--- src/rtl/dtim_port_arbiter_if.sv ---
// -----------------------------------------------------------------------------
// dtim_port_arbiter_if.sv
// Bus bundles used by dtim_port_arbiter.
//
//   dtim_arb_req_if : requester-side port (core / DMA-debug <-> arbiter)
//     valid, addr[31:0], wdata[31:0], wstrb[3:0]  requester -> arbiter
//     ready, rdata[31:0], err                     arbiter   -> requester
//     modport master : the requester
//     modport slave  : the arbiter
//
//   dtim_arb_mem_if : memory-side port (arbiter <-> dtim)
//     valid, addr[31:0], wdata[31:0], wstrb[3:0]  arbiter -> dtim
//     ready, rdata[31:0]                          dtim    -> arbiter
//     modport master : the arbiter
//     modport slave  : dtim
// -----------------------------------------------------------------------------
interface dtim_arb_req_if;
    logic        valid;
    logic [31:0] addr;
    logic [31:0] wdata;
    logic [3:0]  wstrb;
    logic        ready;
    logic [31:0] rdata;
    logic        err;

    modport master (output valid, addr, wdata, wstrb, input  ready, rdata, err);
    modport slave  (input  valid, addr, wdata, wstrb, output ready, rdata, err);
endinterface

interface dtim_arb_mem_if;
    logic        valid;
    logic [31:0] addr;
    logic [31:0] wdata;
    logic [3:0]  wstrb;
    logic        ready;
    logic [31:0] rdata;

    modport master (output valid, addr, wdata, wstrb, input  ready, rdata);
    modport slave  (input  valid, addr, wdata, wstrb, output ready, rdata);
endinterface

--- src/rtl/dtim_port_arbiter.sv ---
// -----------------------------------------------------------------------------
// dtim_port_arbiter
// Shares the single dtim request port between the core data port (m0) and the
// DMA/debug port (m1). One transaction in flight; the winning request is
// latched and held on s until dtim answers or the watchdog aborts it.
//
// Ports
//   clk  in  clock, all state on rising edge
//   rst  in  asynchronous active-low reset
//   m0   dtim_arb_req_if.slave   core requester
//   m1   dtim_arb_req_if.slave   DMA/debug requester
//   s    dtim_arb_mem_if.master  request port to dtim
//
// Parameters
//   TIMEOUT_CYCLES  BUSY cycles without s.ready before abort (0 = no watchdog)
//   CNT_WIDTH       watchdog counter width, 2**CNT_WIDTH > TIMEOUT_CYCLES
//
// Configuration macro
//   DTIM_ARB_RR_EN  defined: round-robin on ties; undefined: m0 fixed priority
// -----------------------------------------------------------------------------
module dtim_port_arbiter #(
    parameter int unsigned TIMEOUT_CYCLES = 256,
    parameter int unsigned CNT_WIDTH      = 9
) (
    input  logic            clk,
    input  logic            rst,
    dtim_arb_req_if.slave   m0,
    dtim_arb_req_if.slave   m1,
    dtim_arb_mem_if.master  s
);

    typedef enum logic [1:0] {IDLE, BUSY0, BUSY1} state_e;

    state_e               state_q, state_d;
    logic [31:0]          addr_q, addr_d;
    logic [31:0]          wdata_q, wdata_d;
    logic [3:0]           wstrb_q, wstrb_d;
    logic [CNT_WIDTH-1:0] cnt_q, cnt_d;
    logic                 last_q, last_d;    // 1 = last grant went to m1

    logic busy;
    logic any_req;
    logic pick_m1;
    logic expire;

    assign busy    = (state_q != IDLE);
    assign any_req = m0.valid | m1.valid;

`ifdef DTIM_ARB_RR_EN
    // On a tie the master that did not win last time gets the grant.
    assign pick_m1 = m1.valid & (~m0.valid | ~last_q);
`else
    assign pick_m1 = m1.valid & ~m0.valid;
`endif

    // Expiry is the TIMEOUT_CYCLES-th unanswered BUSY cycle; a response
    // arriving in that same cycle takes precedence.
    always_comb begin
        expire = 1'b0;
        if (TIMEOUT_CYCLES != 0) begin
            expire = busy && !s.ready &&
                     (cnt_q >= CNT_WIDTH'(TIMEOUT_CYCLES - 1));
        end
    end

    // State register
    always_ff @(posedge clk or negedge rst) begin
        if (!rst) begin
            state_q <= IDLE;
            addr_q  <= '0;
            wdata_q <= '0;
            wstrb_q <= '0;
            cnt_q   <= '0;
            last_q  <= 1'b1;
        end else begin
            state_q <= state_d;
            addr_q  <= addr_d;
            wdata_q <= wdata_d;
            wstrb_q <= wstrb_d;
            cnt_q   <= cnt_d;
            last_q  <= last_d;
        end
    end

    // Next-state logic
    always_comb begin
        state_d = state_q;
        addr_d  = addr_q;
        wdata_d = wdata_q;
        wstrb_d = wstrb_q;
        cnt_d   = cnt_q;
        last_d  = last_q;
        case (state_q)
            IDLE: begin
                cnt_d = '0;
                if (any_req) begin
                    state_d = pick_m1 ? BUSY1 : BUSY0;
                    addr_d  = pick_m1 ? m1.addr  : m0.addr;
                    wdata_d = pick_m1 ? m1.wdata : m0.wdata;
                    wstrb_d = pick_m1 ? m1.wstrb : m0.wstrb;
                    last_d  = pick_m1;
                end
            end
            BUSY0, BUSY1: begin
                if (s.ready || expire) begin
                    state_d = IDLE;
                end else if ((TIMEOUT_CYCLES != 0) && (cnt_q != '1)) begin
                    cnt_d = cnt_q + 1'b1;
                end
            end
            default: state_d = IDLE;
        endcase
    end

    // Output logic
    always_comb begin
        s.valid  = busy;
        s.addr   = addr_q;
        s.wdata  = wdata_q;
        s.wstrb  = wstrb_q;

        m0.ready = (state_q == BUSY0) && (s.ready || expire);
        m0.rdata = ((state_q == BUSY0) && s.ready) ? s.rdata : '0;
        m0.err   = (state_q == BUSY0) && expire;

        m1.ready = (state_q == BUSY1) && (s.ready || expire);
        m1.rdata = ((state_q == BUSY1) && s.ready) ? s.rdata : '0;
        m1.err   = (state_q == BUSY1) && expire;
    end

endmodule

--- src/flat_wrapper.sv ---
// flat-port wrapper written by rule: the top's interface ports become plain ports
module dtim_port_arbiter_flat 
#(
    parameter int unsigned TIMEOUT_CYCLES = 256,
    parameter int unsigned CNT_WIDTH      = 9
)
  (clk, rst, m0_valid, m0_addr, m0_wdata, m0_wstrb, m0_ready, m0_rdata, m0_err, m1_valid, m1_addr, m1_wdata, m1_wstrb, m1_ready, m1_rdata, m1_err, s_valid, s_addr, s_wdata, s_wstrb, s_ready, s_rdata);
  dtim_arb_req_if m0_i ();
  dtim_arb_req_if m1_i ();
  dtim_arb_mem_if s_i ();
  input  logic clk;
  input  logic rst;
  input wire logic [$bits(m0_i.valid)-1:0] m0_valid;
  input wire logic [$bits(m0_i.addr)-1:0] m0_addr;
  input wire logic [$bits(m0_i.wdata)-1:0] m0_wdata;
  input wire logic [$bits(m0_i.wstrb)-1:0] m0_wstrb;
  output wire logic [$bits(m0_i.ready)-1:0] m0_ready;
  output wire logic [$bits(m0_i.rdata)-1:0] m0_rdata;
  output wire logic [$bits(m0_i.err)-1:0] m0_err;
  input wire logic [$bits(m1_i.valid)-1:0] m1_valid;
  input wire logic [$bits(m1_i.addr)-1:0] m1_addr;
  input wire logic [$bits(m1_i.wdata)-1:0] m1_wdata;
  input wire logic [$bits(m1_i.wstrb)-1:0] m1_wstrb;
  output wire logic [$bits(m1_i.ready)-1:0] m1_ready;
  output wire logic [$bits(m1_i.rdata)-1:0] m1_rdata;
  output wire logic [$bits(m1_i.err)-1:0] m1_err;
  output wire logic [$bits(s_i.valid)-1:0] s_valid;
  output wire logic [$bits(s_i.addr)-1:0] s_addr;
  output wire logic [$bits(s_i.wdata)-1:0] s_wdata;
  output wire logic [$bits(s_i.wstrb)-1:0] s_wstrb;
  input wire logic [$bits(s_i.ready)-1:0] s_ready;
  input wire logic [$bits(s_i.rdata)-1:0] s_rdata;
  assign m0_i.valid = m0_valid;
  assign m0_i.addr = m0_addr;
  assign m0_i.wdata = m0_wdata;
  assign m0_i.wstrb = m0_wstrb;
  assign m0_ready = m0_i.ready;
  assign m0_rdata = m0_i.rdata;
  assign m0_err = m0_i.err;
  assign m1_i.valid = m1_valid;
  assign m1_i.addr = m1_addr;
  assign m1_i.wdata = m1_wdata;
  assign m1_i.wstrb = m1_wstrb;
  assign m1_ready = m1_i.ready;
  assign m1_rdata = m1_i.rdata;
  assign m1_err = m1_i.err;
  assign s_valid = s_i.valid;
  assign s_addr = s_i.addr;
  assign s_wdata = s_i.wdata;
  assign s_wstrb = s_i.wstrb;
  assign s_i.ready = s_ready;
  assign s_i.rdata = s_rdata;
  dtim_port_arbiter #(.TIMEOUT_CYCLES(TIMEOUT_CYCLES), .CNT_WIDTH(CNT_WIDTH)) u_core (.clk(clk), .rst(rst), .m0(m0_i), .m1(m1_i), .s(s_i));
endmodule
--- config.mk ---
export PLATFORM = sky130hd
export DESIGN_NAME = dtim_port_arbiter_flat
export DESIGN_NICKNAME = d
export VERILOG_FILES = /design/src/rtl/dtim_port_arbiter_if.sv /design/src/rtl/dtim_port_arbiter.sv /design/src/flat_wrapper.sv
export SDC_FILE = /design/constraint.sdc
export NUM_CORES = 1
export LEC_CHECK = 0
export BUFFER_PORTS_ARGS = -buffer_cell sky130_fd_sc_hd__buf_2
export CAP_MARGIN = 20
export CORE_ASPECT_RATIO = 0.9
export CORE_MARGIN = 3
export CORE_UTILIZATION = 35
export DETAILED_ROUTE_END_ITERATION = 12
export PLACE_DENSITY = 0.77
export RECOVER_POWER = 50
export SETUP_SLACK_MARGIN = 0.4
export SLEW_MARGIN = 20
export SYNTH_ARGS = -nofsm -noshare
export SYNTH_HDL_FRONTEND = slang
export SYNTH_SLANG_ARGS = --single-unit
--- constraint.sdc ---
create_clock -name clk -period 5.9 [get_ports clk]
set_input_delay 0.885 -clock clk [delete_from_list [all_inputs] [get_ports clk]]
set_output_delay 0.885 -clock clk [all_outputs]
set_load 0.02 [all_outputs]
== Yosys cells after proc, flatten, opt, wreduce, memory -nomap -nowiden ==
Cells that the tools add are included.
Word-level totals
  flip-flop bits (word level): 79
  bits of input ports: 173
  output and inout bits: 137
  word-level logic and storage cells: 46
Operators by class
  add/sub/neg operators: 1
  order comparisons: 1
  eq/ne operators: 7
  mux-type cells: 12
  bitwise logic cells: 3
  reductions and logical operators: 17
Operators with widths (number)
  $mux 32: 4
  $mux 9: 2
  $pmux 9 s2: 1
  $add 9x1->9 const B: 1
  $ge 9x8->1 const B: 1
  $ne 9x9->1 const B: 1
  $logic_and 1x1->1: 8
  $mux 2: 3
  $ne 2x1->1 const B: 3
  $mux 4: 1
  $pmux 2 s2: 1
  $reduce_and 2->1: 2
  $reduce_bool 2->1: 2
  $reduce_and 3->1: 1
  $eq 2x1->1 const B: 1
  $eq 2x2->1 const B: 1
  $logic_not 2->1: 1
  $ne 2x2->1 const B: 1
  $reduce_or 2->1: 1
  $and 1x1->1: 1
  $logic_not 1->1: 1
  $logic_or 1x1->1: 1
  $not 1->1: 1
  $or 1x1->1: 1

== Longest topological paths before layout ==
  depth in word-level cells: 6
  depth in mapped cells: 9

== Least setup slack after synthesis ==
Ideal clock, no wire load.
  kind: reg-to-output
  start point: reg u_core.cnt_q[0]
  end point: out m0_ready
  arrival: 1813 ps
  required time: 5015 ps
  slack: 3202 ps
  stages on the path, launching flop included: 9
  path buffers: 0
  cell sequence: dfrtp_1 -> ha_1 -> and3_1 -> and2b_2 -> ha_1 -> nor2_4 -> o21a_4 -> nor3_2 -> o21a_1
On the way
  longest elaborated chain between the ends: 4
Ends and longest elaborated chain
  from (decl): line dtim_port_arbiter.sv:38  | logic [CNT_WIDTH-1:0] cnt_q, cnt_d;
  from (signal assigned): line dtim_port_arbiter.sv:80  | cnt_q <= cnt_d;
  $ge 9x8->1: line dtim_port_arbiter.sv:62  | (cnt_q >= CNT_WIDTH'(TIMEOUT_CYCLES - 1));
  $logic_and 1x1->1: line dtim_port_arbiter.sv:61  | expire = busy && !s.ready &&
  $logic_or 1x1->1: line dtim_port_arbiter.sv:122  | m0.ready = (state_q == BUSY0) && (s.ready || expire);
  $logic_and 1x1->1: line dtim_port_arbiter.sv:122
  to (decl): line flat_wrapper.sv:17  | output wire logic [$bits(m0_i.ready)-1:0] m0_ready;
No other way between the ends.

== Worst setup path in the final report ==
  start point: reg u_core.cnt_q[0]
  end point: out m1_err
On the way
  longest elaborated chain between the ends: 3
Ends and longest elaborated chain
  $ge 9x8->1: line dtim_port_arbiter.sv:62
  $logic_and 1x1->1: line dtim_port_arbiter.sv:61
  $logic_and 1x1->1: line dtim_port_arbiter.sv:128  | m1.err = (state_q == BUSY1) && expire;
  to (decl): line flat_wrapper.sv:26  | output wire logic [$bits(m1_i.err)-1:0] m1_err;
No other way between the ends.

==> run summary <==
critical path peak fanout: 6
syn nets: 637
final hold vios: 0
Seq/Total Area, Yosys: 45.0%
most numerous cell in the Yosys netlist: nand2_1
hold_buf cts: 0
pre-CTS setup slack: 2.86 ns
worst setup path endpoint: m1_err
highest routed layer: met4
DRT iter0 DRCs: 300
pwr dens: 435 nW/um^2
power after layout: 2.71 mW
clock buffer count from CTS: 9
Vias/cell: 4.76
RSZ-0062 raised after global routing: no
post-CTS setup buffers: 0
number of global-route vias before repair: 4,036
synth unique cells: 41
routed wl met2: 6220 um
final setup skew: 0.00966 ns
synthesized instance count: 458
initial antenna violation count: 0
R2R Path Start: u_core.cnt_q[0]
TNS Setup: 0 ns
Worst R2R End: u_core.cnt_q[0]
# fillers: 1,228
placer congestion estimate: 0.950
Core Box Area: 12,200 um^2
Slew HR: -51.3%
M1 WL: 5630 um
R2R depth: 9
fin crit period: 3.30 ns
Crit path required time: 5.02 ns
H-tree levels: 3
wire per inst: 14.3 um
Max-Cap Viols: 1
clock tree sinks: 79
Final HPWL DP: 10,000 um
Slew Limit Fails: 42
violated checks: capacitance limit, slew limit
fmax: 0.303 GHz
vias post-DR: 4,323
Async SR Flop Fraction: 100%
CTS root buf: clkbuf_16
GRT Total Usage: 17.9%
Reg clk slew, reported paths: 0.06 ns
final net count: 922
status: finished, violations left
total gr overflow: 0
WL met3: 966 um
leakage: 3.38 nW
number of synthesized flops with an enable pin: 0
Die W: 124 um
layout cells sized above 1: 36.2%
# IOs: 310
FF-to-FF setup slack: 3.39 ns
DRC viols: 0
Top FF cell, synth: dfrtp_1
Crit Path Category: flop to primary output
die area: 13,900 um^2
Mapped Area: 4400 um^2
Detail Route Antenna Nets: 0
Arr. time, crit path: 2.41 ns
crit start category: flop
clock latency on the worst-skew pair: 0.32 ns
first-pass GRT wire length: 20,100 um
CP startpoint: u_core.cnt_q[0]
Routed WL: 12,900 um
period utilisation layout: 55.9%
port bufs: 309
Ys Warns: 0
First-pass DRT Iterations: 4
share of the synthesized area in the top cell type: 45.0%
CTS tree: built
Max VDD drop: 236 uV
top cell type by total area after synthesis: dfrtp_1
ant diodes: 0
die height: 112 um
Synth area leaders: dfrtp_1 45%, mux2i_1 16%, and3_1 9.3%, o21ai_0 8.0%, nand2_1 6.9%
Starting Density: 36.1%
#FFs+latches synth: 79
endpoint type of the worst setup path: primary output
syn_area_per_cell: 9.60 um^2
Hold Path Class: flop to flop
worst-margin pin slew: 2.27 ns
most frequent cells after synthesis: 81 x nand2_1, 79 x dfrtp_1, 71 x mux2i_1
multi-input logic area: 2220 um^2
final setup vio count: 0
largest net degree at the start of global routing: 137
Area Overhead vs Synth: 41.4%
post_cts resized: 0
FP Rows: 38
CTS Buffer Depth: 2
register area: 1980 um^2
fin worst setup slack: 2.60 ns
[report_power, final]
part	switching [mW]	internal, mW
clock	0.207	0.328
combinational	0.881	0.368
sequential	0.135	0.787
[area by class of cell]
type | instances | area share (%)
clock buffer | 11 | 3.74
timing repair buffer | 312 | 24.2
sequential | 79 | 31.8
clock inverter | 5 | 0.906
inverter | 6 | 0.362
multi-input combinational | 335 | 35.8
tap | 160 | 3.22
[critical path, stage by stage (launching register included)]
cell     delay, ns
dfrtp_1       0.45
ha_1          0.26
and3_1        0.21
and2b_2       0.21
ha_1          0.21
nor2_4        0.12
o21a_4        0.18
nor3_2        0.08
and2_1        0.22
buf_2         0.16
[layer usage]
layer,vias to the layer above,global-route usage [%]
li1,2178,-
met5,-,0
met1,1977,23.6
met3,15,4.79
met2,153,29.5
met4,0,3.58
[cell families (layout without fill, tap and decap cells)]
| kind of cell | count (synthesis) | in the layout | synth area share [%] |
|---|---|---|---|
| AO/OA/AOI/OAI | 90 | 90 | 12.2 |
| XOR/XNOR | 2 | 2 | 0.399 |
| adder cells (fa/ha/maj) | 6 | 6 | 1.71 |
| buffers and inverters | 44 | 334 | 4.87 |
| multiplexers | 71 | 71 | 16.2 |
| flip-flops | 79 | 79 | 45.0 |
| AND/OR/NAND/NOR | 166 | 166 | 19.7 |
[worst min path at each step]
stage                      startpoint                end  slack [ns]  cells past startpoint
detailed placement  u_core.s.wdata[1]  u_core.s.wdata[1]        0.46                      2
floorplan             u_core.cnt_q[7]    u_core.cnt_q[7]        0.47                      1
CTS                 u_core.s.addr[14]  u_core.s.addr[14]        0.48                      2
finish              u_core.s.wdata[1]  u_core.s.wdata[1]        0.47                      2
global placement    u_core.s.wdata[1]  u_core.s.wdata[1]        0.46                      2
global route        u_core.s.addr[22]  u_core.s.addr[22]        0.50                      2
[placed cells by master, fill, tap and decap left out, types with 3 or more instances in the layout]
| cell | instances |
|---|---|
| nand2_1 | 81 |
| buf_2 | 240 |
| ha_1 | 6 |
| nand3_1 | 3 |
| mux2i_1 | 71 |
| dfrtp_1 | 79 |
| o21ai_0 | 70 |
| and3_1 | 65 |
| clkbuf_1 | 71 |
| a21oi_1 | 5 |
| inv_1 | 5 |
| clkbuf_16 | 9 |
[per-stage QoR]
step | cell area (um^2) | hold WS [ns] | utilization, % | cells
after floorplan | 4400 | 0.466 | - | 458
after global routing | 6210 | 0.504 | 51.1 | 908
final | 6210 | 0.474 | 51.1 | 908
after global placement | 5990 | 0.457 | 49.2 | 891
after CTS | 6280 | 0.478 | 51.6 | 907
after detailed placement | 5990 | 0.465 | 49.2 | 891
[registers in the layout (all words and copies together), names as in the netlist]
| signal | count |
|---|---|
| u_core.s.addr | 32 |
| u_core.state_q | 2 |
| u_core.cnt_q | 9 |
| u_core.s.wstrb | 4 |
| u_core.s.wdata | 32 |
No activity file was read; power rests on OpenSTA's default activity.
